--- config.mk ---
export PLATFORM = sky130hd
export DESIGN_NAME = rr_decoder_arbiter
export DESIGN_NICKNAME = d
export VERILOG_FILES = /design/src/rtl/arb_pkg.sv /design/src/rtl/decoder_NxM.sv /design/src/rtl/rr_decoder_arbiter.sv
export SDC_FILE = /design/constraint.sdc
export NUM_CORES = 1
export LEC_CHECK = 0
export BUFFER_PORTS_ARGS = -buffer_cell sky130_fd_sc_hd__buf_2
export CAP_MARGIN = 40
export CELL_PAD_IN_SITES_DETAIL_PLACEMENT = 0
export CELL_PAD_IN_SITES_GLOBAL_PLACEMENT = 1
export CORE_UTILIZATION = 40
export CTS_CLUSTER_DIAMETER = 30
export DETAILED_ROUTE_END_ITERATION = 12
export HOLD_SLACK_MARGIN = 0.15
export PLACE_DENSITY = 0.88
export SLEW_MARGIN = 40
export SYNTH_ARGS = -nofsm -noshare
export SYNTH_HDL_FRONTEND = slang
export SYNTH_HIERARCHICAL = 1
export SYNTH_SLANG_ARGS = --single-unit
--- constraint.sdc ---
create_clock -name clk -period 2.4 [get_ports clk]
set_input_delay 0.36 -clock clk [delete_from_list [all_inputs] [get_ports clk]]
set_output_delay 0.36 -clock clk [all_outputs]
set_load 0.02 [all_outputs]
--- src/rtl/arb_pkg.sv ---
// Shared types and defaults for the round-robin decoder arbiter.
// Holds the FSM state encoding and default width / hold limits.
package arb_pkg;

  typedef enum logic {
    IDLE = 1'b0,
    BUSY = 1'b1
  } arb_state_e;

  localparam int ARB_N        = 2;
  localparam int ARB_MAX_HOLD = 4;

endpackage

--- src/rtl/decoder_NxM.sv ---
// Binary-to-one-hot decoder, N index bits to 2^N outputs.
// Ports: in_i index, out_o one-hot (bit in_i set).
module decoder_NxM #(
  parameter int N = 2
) (
  input  logic [N-1:0]        in_i,
  output logic [(1<<N)-1:0]   out_o
);

  always_comb begin
    out_o       = '0;
    out_o[in_i] = 1'b1;
  end

endmodule

--- src/rtl/rr_decoder_arbiter.sv ---
// Round-robin arbiter with hold-time preemption and one-hot grant.
// Ports: clk, rst (sync high), req[M], gnt[M], gnt_idx[N], gnt_valid.
module rr_decoder_arbiter
  import arb_pkg::*;
#(
  parameter int N        = ARB_N,
  parameter int M        = 1 << N,
  parameter int MAX_HOLD = ARB_MAX_HOLD
) (
  input  logic         clk,
  input  logic         rst,
  input  logic [M-1:0] req,
  output logic [M-1:0] gnt,
  output logic [N-1:0] gnt_idx,
  output logic         gnt_valid
);

  localparam int HW = (MAX_HOLD > 2) ? $clog2(MAX_HOLD) : 1;
  // Saturation value of the hold counter; stays 0 when preemption is off.
  localparam logic [HW-1:0] HOLD_TOP =
    (MAX_HOLD > 0) ? HW'(MAX_HOLD - 1) : '0;

  arb_state_e  state_q, state_d;
  logic [N-1:0]  ptr_q, ptr_d;
  logic [N-1:0]  idx_q, idx_d;
  logic [HW-1:0] hold_q, hold_d;

  logic [M-1:0] cur_oh;
  logic [M-1:0] others;
  logic [M-1:0] srch;
  logic [N-1:0] pick;
  logic         pick_ok;
  logic         timeout;
  logic         take;

  decoder_NxM #(
    .N (N)
  ) u_dec (
    .in_i  (idx_q),
    .out_o (cur_oh)
  );

  assign gnt_valid = (state_q == BUSY);
  assign gnt_idx   = idx_q;
  assign gnt       = cur_oh & {M{gnt_valid}};

  assign others  = req & ~cur_oh;
  // While busy the current holder is never a candidate for a new grant.
  assign srch    = (state_q == BUSY) ? others : req;
  assign timeout = (MAX_HOLD > 0) && (hold_q == HOLD_TOP);

  // Circular search from ptr; walk backwards so the nearest hit wins.
  always_comb begin
    logic [N-1:0] cand;
    pick    = '0;
    pick_ok = 1'b0;
    cand    = '0;
    for (int i = M - 1; i >= 0; i--) begin
      cand = ptr_q + N'(i);
      if (srch[cand]) begin
        pick    = cand;
        pick_ok = 1'b1;
      end
    end
  end

  always_comb begin
    state_d = state_q;
    ptr_d   = ptr_q;
    idx_d   = idx_q;
    hold_d  = hold_q;
    take    = 1'b0;
    unique case (state_q)
      IDLE: begin
        take = pick_ok;
      end
      BUSY: begin
        if (!req[idx_q] || timeout) begin
          if (pick_ok) begin
            take = 1'b1;
          end else if (!req[idx_q]) begin
            state_d = IDLE;
            hold_d  = '0;
          end
        end else if (hold_q != HOLD_TOP) begin
          hold_d = hold_q + HW'(1);
        end
      end
      default: begin
        state_d = IDLE;
      end
    endcase
    if (take) begin
      state_d = BUSY;
      idx_d   = pick;
      ptr_d   = pick + N'(1);
      hold_d  = '0;
    end
  end

  always_ff @(posedge clk) begin
    if (rst) begin
      state_q <= IDLE;
      ptr_q   <= '0;
      idx_q   <= '0;
      hold_q  <= '0;
    end else begin
      state_q <= state_d;
      ptr_q   <= ptr_d;
      idx_q   <= idx_d;
      hold_q  <= hold_d;
    end
  end

endmodule

Word level (Yosys, flattened, before mapping). Index checks and enable logic that the tools add are counted. W data, S select, Z words.

Bits in registers: 7. Logic and storage cells: 62. Input port bits: 6.

Muxes and demuxes: 33. Reduce and logical (&&, ||, !) cells: 6. Bitwise logic cells: 4. Order comparisons: 6. Add/subtract/negate cells: 5. Equal/unequal tests: 4.

Operators by type and width (number): $mux W1 (17); $mux W2 (8); $lt A2 B3 Y1 const B (5); $bmux W1 S2 (5); $and A4 B4 Y4 (2); $add A2 B1 Y2 const B (3); $ne A2 B2 Y1 const B (3); $add A2 B2 Y2 const B (2); $mux W4 (1); $not A4 Y4 (1); $reduce_and A4 Y1 (1); $demux W1 S2 (1); $eq A2 B2 Y1 const B (1); $ge A2 B1 Y1 const B (1); $pmux W1 S2 (1); $reduce_bool A2 Y1 (1); $reduce_or A2 Y1 (1); $logic_and A1 B1 Y1 (1); $logic_not A1 Y1 (1); $logic_or A1 B1 Y1 (1); $not A1 Y1 (1).

Depth between registers and ports, before layout.
Depth in word-level cells: 17. Gate-level depth with buffers: 7.

Hierarchy. Netlist, hierarchy kept.

By module, submodules not included: rr_decoder_arbiter (times used 1, cells an instance 56, sequential area each 140.1 um^2, area each 533.0 um^2); decoder_NxM (times used 1, cells an instance 4, sequential area each 0.0 um^2, area each 26.3 um^2).

Least setup slack after synthesis. No wires, ideal clock.

Path kind: flip-flop to flip-flop. Start point: reg idx_q[1], in the netlist gnt_idx[1]. End point: reg idx_q[1], in the netlist gnt_idx[1]. Period minus slack after synthesis: 1.813 ns. Data required time: 2.285 ns. Cell stages (with the launch flop): 8. Path slack: 0.587 ns. Arrival time: 1.699 ns. Cell sequence: dfxtp_1 > and2_2 > nand2b_1 > o221ai_1 > o32a_2 > buf_6 > mux2i_1 > nor2_1.

Word-level cells in the longest chain between the ends: 16. Elaborated cells on any way between the ends: 31.

RTL lines: from (decl) (RTL line rr_decoder_arbiter.sv:25) `logic [N-1:0] idx_q, idx_d;`; from (signal assigned) (RTL line rr_decoder_arbiter.sv:110) `idx_q <= idx_d;`; $lt A2 B3 Y1 (not written as such) or $ge A2 B1 Y1 (tied branches) (RTL line decoder_NxM.sv:12) `out_o[in_i] = 1'b1;`; $logic_and A1 B1 Y1 (not written as such) (RTL line decoder_NxM.sv:12); $mux W1 (not written as such) (RTL line decoder_NxM.sv:12); $demux W1 S2 *; net cur_oh[3] (RTL line rr_decoder_arbiter.sv:28) `logic [M-1:0] cur_oh;`; $not A4 Y4 * (RTL line rr_decoder_arbiter.sv:47) `assign others = req & ~cur_oh;`; $and A4 B4 Y4 * (RTL line rr_decoder_arbiter.sv:47); $mux W4 * (RTL line rr_decoder_arbiter.sv:49) `assign srch = (state_q == BUSY) ? others : req;`; $bmux W1 S2 (RTL line rr_decoder_arbiter.sv:60) `if (srch[cand]) begin`; $mux W1 (not written as such) (RTL line rr_decoder_arbiter.sv:60); $mux W1 (4 in a row) (RTL line rr_decoder_arbiter.sv:60); $mux W1 (RTL line rr_decoder_arbiter.sv:79) `if (pick_ok) begin`; $mux W1 (RTL line rr_decoder_arbiter.sv:78) `if (!req[idx_q] || timeout) begin`; $pmux W1 S2 (RTL line rr_decoder_arbiter.sv:73) `unique case (state_q)`.

The timed path passes the listed nets; every way through them passes the cells marked *. The select of a mux whose other input is x is not followed. A chain may end at the register's enable or synchronous reset.

Worst setup path after layout.
Start point: reg idx_q[1], in the netlist gnt_idx[1]. End point: reg hold_q[1].

Word-level cells in the longest chain between the ends: 17. Elaborated cells on any way between the ends: 33.

RTL lines: $lt A2 B3 Y1 (not written as such) or $ge A2 B1 Y1 (tied branches) (RTL line decoder_NxM.sv:12); $logic_and A1 B1 Y1 (not written as such) (RTL line decoder_NxM.sv:12); $mux W1 (not written as such) (RTL line decoder_NxM.sv:12); $demux W1 S2 *; net cur_oh[3] (RTL line rr_decoder_arbiter.sv:28); $not A4 Y4 * (RTL line rr_decoder_arbiter.sv:47); $and A4 B4 Y4 * (RTL line rr_decoder_arbiter.sv:47); $mux W4 * (RTL line rr_decoder_arbiter.sv:49); $bmux W1 S2 (RTL line rr_decoder_arbiter.sv:60); $mux W1 (not written as such) (RTL line rr_decoder_arbiter.sv:60); $mux W1 (3 in a row) (RTL line rr_decoder_arbiter.sv:60); $mux W1 * (RTL line rr_decoder_arbiter.sv:60); $mux W1 (RTL line rr_decoder_arbiter.sv:79); $mux W1 (RTL line rr_decoder_arbiter.sv:78); $pmux W1 S2 (RTL line rr_decoder_arbiter.sv:73); $reduce_or A2 Y1 (no source line); to (signal assigned) (RTL line rr_decoder_arbiter.sv:111) `hold_q <= hold_d;`; to (decl) (RTL line rr_decoder_arbiter.sv:26) `logic [HW-1:0] hold_q, hold_d;`.

Marks and branches as above.

==> results_dict.tcl <==
set metrics [dict create \
    status "complete, no violations" \
    dp.cells 86 \
    finClkSkew_ps 0.877 \
    final-setup-viol-count 0 \
    fillCellCount 144 \
    cts_tree "done" \
    fp-row-count 13 \
    drc 0 \
    p_sw_uw 199 \
    tns_ps 0 \
    cp_max_fo 7 \
    root_buffer "clkbuf_4" \
    seqPwrFrac_pct 33.6 \
    p_leak_nw 0.302 \
    syn_area_um2 559 \
    dieArea_um2 1550 \
    worstMarginPinSlew_ps 458 \
    ir_worst_vdd_uv 358 \
    cts_max_level 1 \
    io_pins 13 \
    avgViaCountPerCell 5.28 \
    maxCapViolations 0 \
    final_common_cell "buf_2" \
    synth.distinct_cells 33 \
    area_growth_pct 16.1 \
    drt_iter0_markers 5 \
    core_area_um2 1300 \
    drt_pass1_iterations 2 \
    placed_area_um2 623 \
    start_util_pct 43.0 \
    yosysTopAreaCellShare_pct 25.1 \
    max_slew_margin_pct 69.2 \
    clock_latency_ps 240 \
    fin_area_um2 649 \
    cts_setup_buffers 0 \
    path_clk_slew_ps 50 \
    grt_max_degree 9 \
    cp-end-kind "flip-flop" \
    die_height_um 39.4 \
    wl_mm 1.07 \
    drv_slew 0 \
    ys_seq_area_share_pct 25.1 \
    avgSynthCellArea_um2 9.32 \
    final_nets 83 \
    place_congestion 0.743 \
    cts_buffer_depth 2 \
    rrSetupSlack_ps 520 \
    syn_inst 60 \
    critPathLaunchType "flip-flop" \
    comb_power_share_pct 46.9 \
    synth-seq-cells 7 \
    grt_setup_unrepaired "false" \
    post_cts_resized 0 \
    cp_data_arrival_time_ps 2020 \
    finalCriticalPeriod_ps 1880 \
    layout_common_cells "12 x buf_2, 7 x dfxtp_1, 6 x nor2_1, 5 x and2_1" \
    postCtsHoldBufs 0 \
    layout.cells.non_filler 90 \
    cp.required_ps 2540 \
    synth_top_cell_by_area "dfxtp_1" \
    antennaDiodeCount 0 \
    hp-class "in -> reg" \
    die_w_um 39.4 \
    grt_use_total_pct 16.5 \
    antenna_found_initial 0 \
    port_buffers 12 \
    grt_pass1_wl_mm 1.63 \
    grt_pass1_vias 393 \
    syn_nets 67 \
    cts_sinks 7 \
    switching_share_pct 38.8 \
    max_freq_mhz 531 \
    dp_hpwl_um 911 \
    drive_gt1_share_pct 41.3 \
    fin_crit_sh_pct 78.5 \
    power.density_nw_per_um2 790 \
    p_int_uw 314 \
    routedWlPerCell_um 11.9 \
    ys_top_cells_by_area "dfxtp_1 25%, and2_1 5.6%, a211oi_2 4.5%" \
    hold_viol_final 0 \
    clockPowerShare_pct 19.5 \
    yosys_warnings 6 \
    ant_nets 0 \
    crit_type "reg -> reg" \
    gr-total-overflow 0 \
    cts_buffers 3 \
    num_vias 475 \
]
==> metrics by stage <==
step                      setup WS [ps]  total power, mW  hold slack (ps)  util [%]
final                               516            0.513              361      49.9
after global routing                359            0.556              363      49.9
after floorplan                     587            0.370              425         -
after detailed placement            497            0.417              546      47.9
after CTS                           487            0.522              354      49.9
after global placement              516            0.412              518      47.9
==> logic make-up after synthesis <==
group           count (synthesis)  synth area share [%]
mux                             3                  7.61
buf+inv                         5                  6.04
fa+ha+maj                       1                  2.24
compound gates                 21                  34.7
flops                           7                  25.1
simple gates                   22                  22.8
xor+xnor                        1                  1.57
==> synth_stat cells (all sizes together) <==
master	instances
and2b	1
o41ai	1
inv	3
and2	6
nor4	1
dfxtp	7
nand2b	3
a21boi	5
ha	1
mux4	1
buf	2
nor2b	1
a211oi	2
nor2	9
nand3	1
o211a	1
o22ai	3
o21ai	2
mux2i	2
o221ai	1
a21o	1
xnor2	1
o21bai	1
o32a	1
a21bo	2
o21a	1
==> critical path, cell delays in order (launching register included) <==
cell and delay, ps:
dfxtp_1 460, and2_2 220, nand2b_1 110, o221ai_1 190
o41ai_1 500, a21boi_1 120, o21a_1 170
==> registers in the layout (all words and copies together), names as in the netlist <==
| signal | flops |
|---|---|
| hold_q | 2 |
| ptr_q | 2 |
| gnt_idx | 2 |
| gnt_valid | 1 |
==> final timing paths <==
check | startpoint | endpoint | depth (start not counted)
max | gnt_idx[1] | hold_q[1] | 6
min | rst | ptr_q[1] | 2
min reg2reg | hold_q[0] | hold_q[0] | 1
max reg2reg | gnt_idx[1] | hold_q[1] | 6
==> per-layer routing <==
metal | vias up | routed length [µm] | track usage [%]
met5 | - | 0 | 0
met4 | 0 | 0 | 10.3
met3 | 0 | 43 | 3.41
met2 | 13 | 525 | 28.3
met1 | 212 | 504 | 18.2
li1 | 250 | - | -
==> power by group through the flow <==
stage / Combinational, mW / Sequential [mW] / Clock, mW
after floorplan: 0.192 / 0.177 / 0
after global placement: 0.238 / 0.174 / 0
after detailed placement: 0.242 / 0.175 / 0
after CTS: 0.243 / 0.173 / 0.106
after global routing: 0.266 / 0.178 / 0.113
final: 0.240 / 0.172 / 0.100
==> final cells by class <==
cell class	count	area [µm²]	share of cell area, %
Tap cell	15	18.8	2.89
Clock buffer	4	26.3	4.05
Sequential cell	7	140	21.6
Inverter	3	11.3	1.73
Timing Repair Buffer	13	67.6	10.4
Multi-Input combinational cell	48	385	59.3
(Power assumes the default switching activity.)
